**src/rtl/traffic_pkg.sv**
```systemverilog
// Shared definitions between the traffic light controller and its pedestrian
// request front end.
package traffic_pkg;

  localparam int COUNT_W          = 8;
  localparam int SHORT_THRESH_DEF = 10;

  typedef enum logic [1:0] {
    PED_IDLE,
    PED_PENDING,
    PED_ASSERT,
    PED_LOCKOUT
  } pedState_e;

endpackage

```
**src/rtl/btn_debounce.sv**
```systemverilog
// Two-flop synchroniser and debouncer for a bouncy push-button.
// Produces a registered one-cycle pulse on each accepted rising level.
module btn_debounce #(
  parameter int DEBOUNCE_CYCLES = 16
) (
  input  logic clk,
  input  logic rst_n,
  input  logic btn_i,
  output logic press_o
);

  localparam int             CNT_W    = $clog2(DEBOUNCE_CYCLES);
  localparam logic [CNT_W-1:0] CNT_LAST = CNT_W'(DEBOUNCE_CYCLES - 1);

  logic             sync1_q;
  logic             sync2_q;
  logic             stable_q;
  logic             stable_d;
  logic             stablePrev_q;
  logic             press_q;
  logic [CNT_W-1:0] cnt_q;
  logic [CNT_W-1:0] cnt_d;

  // Any cycle where the synchronised level matches the accepted level restarts the count.
  always_comb begin
    stable_d = stable_q;
    cnt_d    = '0;
    if (sync2_q != stable_q) begin
      if (cnt_q == CNT_LAST) begin
        stable_d = sync2_q;
      end else begin
        cnt_d = cnt_q + 1'b1;
      end
    end
  end

  always_ff @(posedge clk or negedge rst_n) begin
    if (!rst_n) begin
      sync1_q      <= 1'b0;
      sync2_q      <= 1'b0;
      stable_q     <= 1'b0;
      stablePrev_q <= 1'b0;
      cnt_q        <= '0;
      press_q      <= 1'b0;
    end else begin
      sync1_q      <= btn_i;
      sync2_q      <= sync1_q;
      stable_q     <= stable_d;
      cnt_q        <= cnt_d;
      stablePrev_q <= stable_q;
      press_q      <= stable_q & ~stablePrev_q;
    end
  end

  assign press_o = press_q;

endmodule

```
**src/rtl/ped_request_ctrl.sv**
```systemverilog
// Pedestrian request conditioner: latches a debounced press and requests a
// shortened green while enough green time remains, then locks out new presses.
module ped_request_ctrl
  import traffic_pkg::*;
#(
  parameter int DEBOUNCE_CYCLES = 16,
  parameter int SHORT_THRESH    = SHORT_THRESH_DEF,
  parameter int LOCKOUT_CYCLES  = 32
) (
  input  logic               clk,
  input  logic               rst_n,
  input  logic               btn_raw,
  input  logic               green,
  input  logic [COUNT_W-1:0] clock,
  output logic               pass_request,
  output logic               pending,
  output logic               served
);

  localparam int                 LCK_W     = (LOCKOUT_CYCLES > 1) ? $clog2(LOCKOUT_CYCLES) : 1;
  localparam logic [LCK_W-1:0]   LCK_LOAD  = LCK_W'(LOCKOUT_CYCLES - 1);
  localparam logic [COUNT_W-1:0] SHORT_LVL = COUNT_W'(SHORT_THRESH);

  logic             press;
  pedState_e        state_q;
  logic [LCK_W-1:0] lck_q;
  logic             pending_q;
  logic             passReq_q;
  logic             served_q;

  btn_debounce #(
    .DEBOUNCE_CYCLES(DEBOUNCE_CYCLES)
  ) u_debounce (
    .clk    (clk),
    .rst_n  (rst_n),
    .btn_i  (btn_raw),
    .press_o(press)
  );

  // Outputs are updated together with the state so they always match the state register.
  always_ff @(posedge clk or negedge rst_n) begin
    if (!rst_n) begin
      state_q   <= PED_IDLE;
      lck_q     <= '0;
      pending_q <= 1'b0;
      passReq_q <= 1'b0;
      served_q  <= 1'b0;
    end else begin
      served_q <= 1'b0;
      case (state_q)
        PED_IDLE: begin
          if (press) begin
            state_q   <= PED_PENDING;
            pending_q <= 1'b1;
          end
        end
        PED_PENDING: begin
          if (green) begin
            if (clock > SHORT_LVL) begin
              state_q   <= PED_ASSERT;
              passReq_q <= 1'b1;
            end else begin
              // Green is already short: this phase satisfies the request.
              state_q   <= PED_LOCKOUT;
              pending_q <= 1'b0;
              served_q  <= 1'b1;
              lck_q     <= LCK_LOAD;
            end
          end
        end
        PED_ASSERT: begin
          if (!green || (clock <= SHORT_LVL)) begin
            state_q   <= PED_LOCKOUT;
            pending_q <= 1'b0;
            passReq_q <= 1'b0;
            served_q  <= 1'b1;
            lck_q     <= LCK_LOAD;
          end
        end
        PED_LOCKOUT: begin
          if (lck_q == '0) begin
            state_q <= PED_IDLE;
          end else begin
            lck_q <= lck_q - 1'b1;
          end
        end
        default: begin
          state_q   <= PED_IDLE;
          pending_q <= 1'b0;
          passReq_q <= 1'b0;
        end
      endcase
    end
  end

  assign pass_request = passReq_q;
  assign pending      = pending_q;
  assign served       = served_q;

endmodule
```
**config.mk**
```make
export PLATFORM = sky130hd
export DESIGN_NAME = ped_request_ctrl
export DESIGN_NICKNAME = d
export VERILOG_FILES = /design/src/rtl/traffic_pkg.sv /design/src/rtl/btn_debounce.sv /design/src/rtl/ped_request_ctrl.sv
export SDC_FILE = /design/constraint.sdc
export NUM_CORES = 1
export LEC_CHECK = 0
export BUFFER_PORTS_ARGS = -buffer_cell sky130_fd_sc_hd__buf_2
export CORE_ASPECT_RATIO = 1.5
export CORE_MARGIN = 2
export CORE_UTILIZATION = 40
export CTS_BUF_LIST = sky130_fd_sc_hd__clkbuf_8
export CTS_CLUSTER_DIAMETER = 200
export DETAILED_ROUTE_END_ITERATION = 12
export PLACE_DENSITY = 0.6
export SETUP_SLACK_MARGIN = 0.4
export SYNTH_ARGS = -nofsm -noshare
export SYNTH_HDL_FRONTEND = slang
export SYNTH_HIERARCHICAL = 1
export SYNTH_SLANG_ARGS = --single-unit
```
**constraint.sdc**
```tcl
create_clock -name clk -period 2.4 [get_ports clk]
set_input_delay 0.24 -clock clk [delete_from_list [all_inputs] [get_ports clk]]
set_output_delay 0.24 -clock clk [all_outputs]
set_load 0.005 [all_outputs]
```
==> flow_metrics.tcl, run 1 <==
set metrics [dict create \
    synth_nets 112 \
    cp_slowest_stage_delay_ns 0.39 \
    hold_viol_final 0 \
    drc 0 \
    crit_chain "inv_1 -> ha_1 -> nor4b_1 -> buf_4 -> nand2b_1 -> o211ai_1 -> mux2_2" \
    postRouteAntennaNets 0 \
    rows 22 \
    synthFlopType "dfrtp_1" \
    total_power_mw 1.15 \
    p_leak_nw 0.566 \
    synth_area_mm2 0.00102 \
    finalCritPeriodShare_pct 74.9 \
    fp.coreArea_mm2 0.00242 \
    path_clk_slew_ns 0.07 \
    cts_max_level 1 \
    synth_top_area_share_pct 46.8 \
    slew_headroom_pct 72.3 \
    synthCells 93 \
    vias_per_cell 5.68 \
    place.port_buffers 14 \
    layout-drive-gt1-share_pct 24.6 \
    ys_seq_area_share_pct 46.8 \
    synth_edf_count 0 \
    grt_overflow 0 \
    wire_per_inst_um 13.0 \
    finalCoreUtilization_pct 49.1 \
    cp.required_ns 2.54 \
    num_antenna_cells 0 \
    grt_max_degree 20 \
    period_needed_ns 1.80 \
    track_usage_pct 14.8 \
    timing.hold.ws_ns 0.0901 \
    clk_latency_ns 0.25 \
    fmax_mhz 557 \
    worstPathArrival_ns 1.94 \
    worstHoldPathType "in -> reg" \
    die_h_um 65.7 \
    io_pins 15 \
    synth.most_common_cell "dfrtp_1" \
    final.setup.tns_ns 0 \
    synth_warnings 6 \
    placed_cells 133 \
    ys_async_sr_fraction_pct 100 \
    vias 784 \
    irDropWorstVdd_uv 491 \
    critPathKind "reg -> reg" \
    syn_area_per_cell_um2 10.9 \
    drt_iter0_markers 23 \
    clockBufferDepth 2 \
    dr.pass1.iters 3 \
    critPathCaptureType "register" \
    synth_area_leaders "dfrtp_1 47%, ha_1 8.6%, inv_1 3.3%" \
    skew_ns 0.000617 \
    die_area_mm2 0.00297 \
    worst-path-max-fanout 5 \
    fin_nets 134 \
    setup_viol 0 \
    cts_setup_buffers 0 \
    maxCapViolCount 0 \
    fillers 233 \
    tightest_slew_ns 0.416 \
    ys_seq_elements 19 \
    synth_common_cells "19 x dfrtp_1, 9 x inv_1, 7 x ha_1" \
    dp_hpwl_um 1410 \
    grt_pass1_wl_um 3240 \
    rsz0062_at_grt "no" \
    synth_cell_type_count 38 \
    drv_slew 0 \
    root_buffer "clkbuf_8" \
    cts_tree "built" \
    synth_area_leader_cell "dfrtp_1" \
    areaGrowthSynthToFinish_pct 17.1 \
    startpoint_type "register" \
    clock-sinks 19 \
    worst_path_max_delay_cell "dfrtp_1" \
    initial_core_util_pct 41.9 \
    antenna_found_initial 0 \
    grt_pass1_vias 786 \
    numCtsBuffers 3 \
    wl_um 1800 \
    p_per_area_mw_per_mm2 963 \
    fin_cells 138 \
    status "finished clean" \
    gp_congestion 0.806 \
    die_w_um 45.2 \
]
registers in the layout, indices dropped and copies added, names as in the netlist:
signal and cells:
u_debounce/sync1_q 1, pass_request 1, u_debounce/stablePrev_q 1, state_q 2, u_debounce/sync2_q 1, lck_q 5
u_debounce/press_o 1, pending 1, served 1, u_debounce/cnt_q 4, u_debounce/stable_q 1
cell type report:
| type | count | area, um^2 | share of cell area, % |
|---|---|---|---|
| Timing Repair Buffer | 18 | 103 | 8.62 |
| Clock inverter | 1 | 3.75 | 0.315 |
| Clock buffer | 3 | 41.3 | 3.47 |
| Inverter | 9 | 33.8 | 2.84 |
| Tap cell | 24 | 30.0 | 2.52 |
| Multi-Input combinational cell | 64 | 503 | 42.3 |
| Sequential cell | 19 | 475 | 40.0 |
logic make-up (layout without fill, tap and decap cells):
group                    after synthesis  count (layout)  synth area share [%]
AND/OR/NAND/NOR                       21              21                  13.8
multiplexers                           3               3                  3.57
AO/OA/AOI/OAI                         31              31                  21.8
flip-flops                            19              19                  46.8
adder cells (fa/ha/maj)                7               7                  8.62
XOR/XNOR                               2               2                  1.72
buffers and inverters                 10              31                  3.69
metal layers:
metal / track usage (%) / wire [um]
met4: 6.62 / 33
met2: 25.0 / 898
met5: 0 / 0
met3: 2.47 / 82
met1: 17.7 / 781
layout by cell type (no fill, tap or decap), drive strengths merged, types with 2 or more instances in the layout:
master  synthesis  layout
dfrtp          19      19
buf             0      17
inv             9      10
ha              7       7
o21ai           6       6
a21oi           5       5
nor2b           4       4
nor2            3       3
o211ai          3       3
a22o            3       3
clkbuf          1       3
nor3b           2       2
nand2           2       2
a22oi           2       2
a211o           2       2
xnor2           2       2
a21o            2       2
or4             2       2
mux2            2       2
path summary, 6_finish.rpt:
check | slack [ns] | endpoint | startpoint | depth (start not counted)
setup / recovery | 0.60 | state_q[1]$_DFFE_PN0P_ | lck_q[0]$_DFFE_PN0P_ | 7
min in group asynchronous | 0.45 | pass_request$_DFFE_PN0P_ | rst_n | 2
hold reg to reg | 0.35 | u_debounce/sync2_q$_DFF_PN0_ | u_debounce/sync1_q$_DFF_PN0_ | 0
setup reg to reg | 0.60 | state_q[1]$_DFFE_PN0P_ | lck_q[0]$_DFFE_PN0P_ | 7
hold / removal | 0.09 | u_debounce/sync1_q$_DFF_PN0_ | btn_raw | 1
max in group asynchronous | 1.66 | lck_q[1]$_DFFE_PN0P_ | rst_n | 2
stage by stage:
stage / instance area [um^2] / worst slack [ns]
after floorplan: 1020 / 0.628
after global placement: 1130 / 0.542
after detailed placement: 1130 / 0.529
after CTS: 1190 / 0.585
after global routing: 1190 / 0.407
final: 1190 / 0.604
where the power goes:
group	total, mW	internal, mW	switching, mW
clock	0.215	0.114	0.101
sequential	0.428	0.384	0.0440
combinational	0.503	0.236	0.267
critical path, delay by kind of cell, from the launching register on:
family	cells	cell delay (ns)
AND/OR/NAND/NOR	2	0.38
AO/OA/AOI/OAI	1	0.13
buffers and inverters	2	0.30
flip-flops	1	0.39
multiplexers	1	0.29
adder cells (fa/ha/maj)	1	0.19
what timing repair did:
action,CTS,global route
endpoints found under the setup margin,0,0
endpoints found under the hold margin,19,0
hold buffers,1,0
resized for setup,0,0
Power figures use the tool's default switching activity.
==> inputs of run 2 (changes only) <==
- clock period: 2.4 -> 1.7 ns (I/O delays scaled with it)
==> flow_metrics.tcl, run 2 (same netlist as run 1, synthesis figures left out) <==
set metrics [dict create \
    worstHoldPathType "in -> reg" \
    num_antenna_cells 0 \
    drt_iter0_markers 11 \
    reg_top3 "lck_q (5), u_debounce/cnt_q (4), state_q (2)" \
    layout_common_cells "18 x dfrtp_1, 18 x buf_4, 14 x buf_2, 5 x inv_2, 5 x inv_1" \
    numCtsBuffers 3 \
    wl_um 2320 \
    die_h_um 65.7 \
    timing.hold.ws_ns 0.0203 \
    wire_per_inst_um 14.8 \
    postRouteAntennaNets 0 \
    die_area_mm2 0.00297 \
    setup_viol 0 \
    p_per_area_mw_per_mm2 1450 \
    dp_hpwl_um 1520 \
    cts_max_level 1 \
    antenna_found_initial 0 \
    worstPathArrival_ns 1.74 \
    rsz0062_at_grt "yes" \
    drv_slew 0 \
    status "finished clean" \
    root_buffer "clkbuf_8" \
    grt_pass1_wl_um 3750 \
    path_buf_inv 2 \
    final.setup.tns_ns 0 \
    finalCritPeriodShare_pct 94.2 \
    placed_cells 137 \
    cp.required_ns 1.84 \
    grt_pass1_vias 920 \
    crit_path_start "state_q[0]$_DFFE_PN0P_" \
    fp.coreArea_mm2 0.00242 \
    dr.pass1.iters 3 \
    r2r-start "state_q[0]$_DFFE_PN0P_" \
    worst-path-max-fanout 6 \
    track_usage_pct 17.1 \
    startpoint_type "register" \
    vias 868 \
    die_w_um 45.2 \
    areaGrowthSynthToFinish_pct 46.2 \
    skew_ns 0.00317 \
    worst_path_max_delay_cell "dfrtp_1" \
    hold_viol_final 0 \
    gp_congestion 0.800 \
    clockBufferDepth 2 \
    drc 0 \
    grt_max_degree 20 \
    p_leak_nw 0.678 \
    slew_headroom_pct 71.7 \
    tightest_slew_ns 0.424 \
    irDropWorstVdd_uv 706 \
    maxCapViolCount 0 \
    clock-sinks 19 \
    path_clk_slew_ns 0.07 \
    fin_cells 157 \
    initial_core_util_pct 41.9 \
    period_needed_ns 1.60 \
    io_pins 15 \
    regMostFlops "lck_q" \
    vias_per_cell 5.53 \
    place.port_buffers 14 \
    critPathCaptureType "register" \
    cts_tree "built" \
    layout-drive-gt1-share_pct 51.9 \
    critPathKind "reg -> reg" \
    hp-start "btn_raw" \
    rows 22 \
    crit_chain "buf_4 -> buf_4 -> ha_2 -> nand2b_4 -> o211ai_1 -> mux2_2" \
    fmax_mhz 625 \
    cp_slowest_stage_delay_ns 0.43 \
    finalCoreUtilization_pct 61.3 \
    grt_overflow 0 \
    crit_path_frequent_cell "buf_4" \
    crit_family "flip-flops" \
    fin_nets 153 \
    clk_latency_ns 0.25 \
    largest_reg_flops 5 \
]
==> run 2: power by group <==
part / internal (mW) / total, mW / switching (mW)
logic: 0.657 / 1.22 / 0.567
clock network: 0.160 / 0.302 / 0.142
registers: 0.544 / 0.624 / 0.0799
total: 1.36 / 2.15 / 0.789
==> run 2: final cells by class <==
class | count | area [um^2]
inverter | 9 | 33.8
tap | 24 | 30.0
sequential | 19 | 477
fill | 199 | 937
multi-input combinational | 64 | 639
clock buffer | 3 | 41.3
timing repair buffer | 37 | 260
clock inverter | 1 | 3.75
==> run 2: worst paths after layout <==
| path | slack (ns) | to | cells past startpoint |
|---|---|---|---|
| min reg2reg | 0.36 | u_debounce/sync2_q$_DFF_PN0_ | 0 |
| min | 0.02 | u_debounce/sync1_q$_DFF_PN0_ | 1 |
| max in group asynchronous | 0.99 | state_q[1]$_DFFE_PN0P_ | 2 |
| max | 0.1 | state_q[1]$_DFFE_PN0P_ | 6 |
| max reg2reg | 0.1 | state_q[1]$_DFFE_PN0P_ | 6 |
| min in group asynchronous | 0.39 | lck_q[3]$_DFFE_PN0P_ | 2 |
==> run 2: what timing repair did <==
item | CTS | global route
endpoints found under the hold margin | 19 | 0
setup endpoints to repair | 9 | 11
hold buffers | 1 | 0
resized for setup | 16 | 9
cloned | 0 | 0
buffers inserted | 10 | 5
pin swaps | 11 | 4
==> run 2: through the flow <==
stage / cell area (um^2) / power (mW) / setup WS (ns)
2_1_floorplan: 1060 / 1.20 / 0.112
3_3_place_gp: 1210 / 1.46 / -0.000861
3_5_place_dp: 1210 / 1.48 / -0.0217
4_1_cts: 1410 / 2.04 / 0.131
5_1_grt: 1490 / 2.30 / 0.0175
6_report: 1490 / 2.15 / 0.0988
==> run 2: layer usage <==
layer | part of all wire (%) | wire length [um] | GRT usage (%) | up-vias
met4 | 0.90 | 21 | 8.82 | 0
met2 | 57 | 1310 | 29.6 | 16
li1 | - | - | - | 426
met5 | 0 | 0 | 0 | -
met1 | 39 | 907 | 18.9 | 424
met3 | 3.3 | 77 | 3.02 | 2
==> inputs of run 3 (changes only) <==
- CORE_MARGIN: 2 -> not set
- PLACE_DENSITY: 0.6 -> 0.62
- TNS_END_PERCENT: not set -> 1
==> flow_metrics.tcl, run 3 (same netlist as run 1, synthesis figures left out) <==
set metrics [dict create \
    status "finished clean" \
    place.port_buffers 14 \
    die_area_mm2 0.00275 \
    fp.coreArea_mm2 0.00242 \
    layout-drive-gt1-share_pct 43.4 \
    hp-start "btn_raw" \
    final_common_cell "dfrtp_1" \
    dp_hpwl_um 1590 \
    track_usage_pct 18.5 \
    tightest_slew_ns 0.437 \
    rows 22 \
    reg_top3 "lck_q (5), u_debounce/cnt_q (4), state_q (2)" \
    grt_pass1_vias 944 \
    vias 868 \
    vias_per_cell 5.67 \
    cp.required_ns 1.85 \
    initial_core_util_pct 41.9 \
    layout_common_cells "19 x dfrtp_1, 18 x buf_4, 14 x buf_2, 6 x inv_1, 6 x o21ai_0" \
    fillers 214 \
    gp_congestion 0.781 \
    cts_tree "built" \
    worstHoldPathType "in -> reg" \
    maxCapViolCount 0 \
    antenna_found_initial 0 \
    reg2regPathDepth 6 \
    setup_viol 0 \
    postRouteAntennaNets 0 \
    period_needed_ns 1.61 \
    regMostFlops "lck_q" \
    irDropWorstVdd_uv 711 \
    die_w_um 43.2 \
    root_buffer "clkbuf_8" \
    dr.pass1.iters 4 \
    skew_ns 0.00356 \
    drv_slew 0 \
    path_clk_slew_ns 0.07 \
    largest_reg_flops 5 \
    fmax_mhz 620 \
    worstPathArrival_ns 1.76 \
    p_leak_nw 0.656 \
    rsz0062_at_grt "yes" \
    worst-path-max-fanout 3 \
    wire_per_inst_um 14.3 \
    slew_headroom_pct 70.9 \
    drt_iter0_markers 28 \
    clockBufferDepth 2 \
    io_pins 15 \
    hold_viol_final 0 \
    finalCritPeriodShare_pct 94.9 \
    whs_endpoint "u_debounce/sync1_q$_DFF_PN0_" \
    critPathCaptureType "register" \
    cts_max_level 1 \
    grt_max_degree 20 \
    drc 0 \
    wl_um 2180 \
    whs_path_depth 1 \
    r2r-end "state_q[1]$_DFFE_PN0P_" \
    fin_nets 149 \
    grt_overflow 0 \
    startpoint_type "register" \
    clock-sinks 19 \
    clk_latency_ns 0.26 \
    critPathKind "reg -> reg" \
    num_antenna_cells 0 \
    p_per_area_mw_per_mm2 1460 \
    finalCoreUtilization_pct 57.5 \
    total_power_mw 2.03 \
    timing.reg2reg.setup_slack_ns 0.09 \
    numCtsBuffers 3 \
    die_h_um 63.7 \
    areaGrowthSynthToFinish_pct 37.1 \
    r2r-start "lck_q[1]$_DFFE_PN0P_" \
    grt_pass1_wl_um 3830 \
]
run 3: layer usage:
layer	wire [um]	global-route usage [%]	part of all wire, %	vias to the layer above
met5	0	0	0	-
met4	37	9.09	1.7	0
met3	69	2.87	3.2	4
met2	1160	33.6	53	20
met1	910	19.8	42	426
li1	-	-	-	418
run 3: cell type report:
| cell class | instances | area [um^2] | share of cell area (%) |
|---|---|---|---|
| well taps | 24 | 30.0 | 2.16 |
| multi-input cells | 64 | 592 | 42.5 |
| clock inverters | 1 | 5.00 | 0.359 |
| inverters | 9 | 33.8 | 2.43 |
| clock buffers | 3 | 41.3 | 2.96 |
| flip-flops and latches | 19 | 475 | 34.1 |
| repair buffers | 33 | 215 | 15.5 |
run 3: timing repair:
item,4_1_cts,5_1_grt
resized for setup,14,0
hold buffers,1,0
pin swaps,1,0
endpoints found under the setup margin,10,10
buffers inserted,7,2
hold endpoints to repair,19,0
run 3: critical path, stage by stage (launching register included):
cell      delay [ns]
dfrtp_1         0.40
inv_2           0.09
ha_4            0.14
nor4b_4         0.22
nand2b_4        0.18
o211ai_1        0.14
mux2_4          0.33
run 3: metrics by stage:
step	area, um^2	cells	setup TNS, ns	setup slack (ns)	hold slack [ns]
after floorplan	1040	93	0	0.112	-0.126
final	1390	153	0	0.0868	0.00974
after detailed placement	1200	139	-0.0286	-0.0286	0.140
after CTS	1380	151	0	0.108	0.00757
after global routing	1390	153	0	0.000456	0.00531
after global placement	1200	139	-0.00386	-0.00386	0.133
run 3: how the worst max path moves through the flow:
stage | startpoint | to | slack, ns | cells after the start
floorplan | clock[7] | lck_q[4]$_DFFE_PN0P_ | 0.11 | 4
global placement | clock[7] | lck_q[4]$_DFFE_PN0P_ | -0.004 | 5
detailed placement | clock[7] | lck_q[4]$_DFFE_PN0P_ | -0.03 | 5
CTS | lck_q[1]$_DFFE_PN0P_ | state_q[1]$_DFFE_PN0P_ | 0.11 | 6
global route | lck_q[1]$_DFFE_PN0P_ | state_q[1]$_DFFE_PN0P_ | 0.0005 | 6
finish | lck_q[1]$_DFFE_PN0P_ | state_q[1]$_DFFE_PN0P_ | 0.09 | 6
run 3: power by group:
part / switching, mW / internal (mW) / total, mW
Combinational: 0.518 / 0.585 / 1.10
Clock: 0.156 / 0.163 / 0.319
Sequential: 0.0668 / 0.541 / 0.608
Total: 0.741 / 1.29 / 2.03
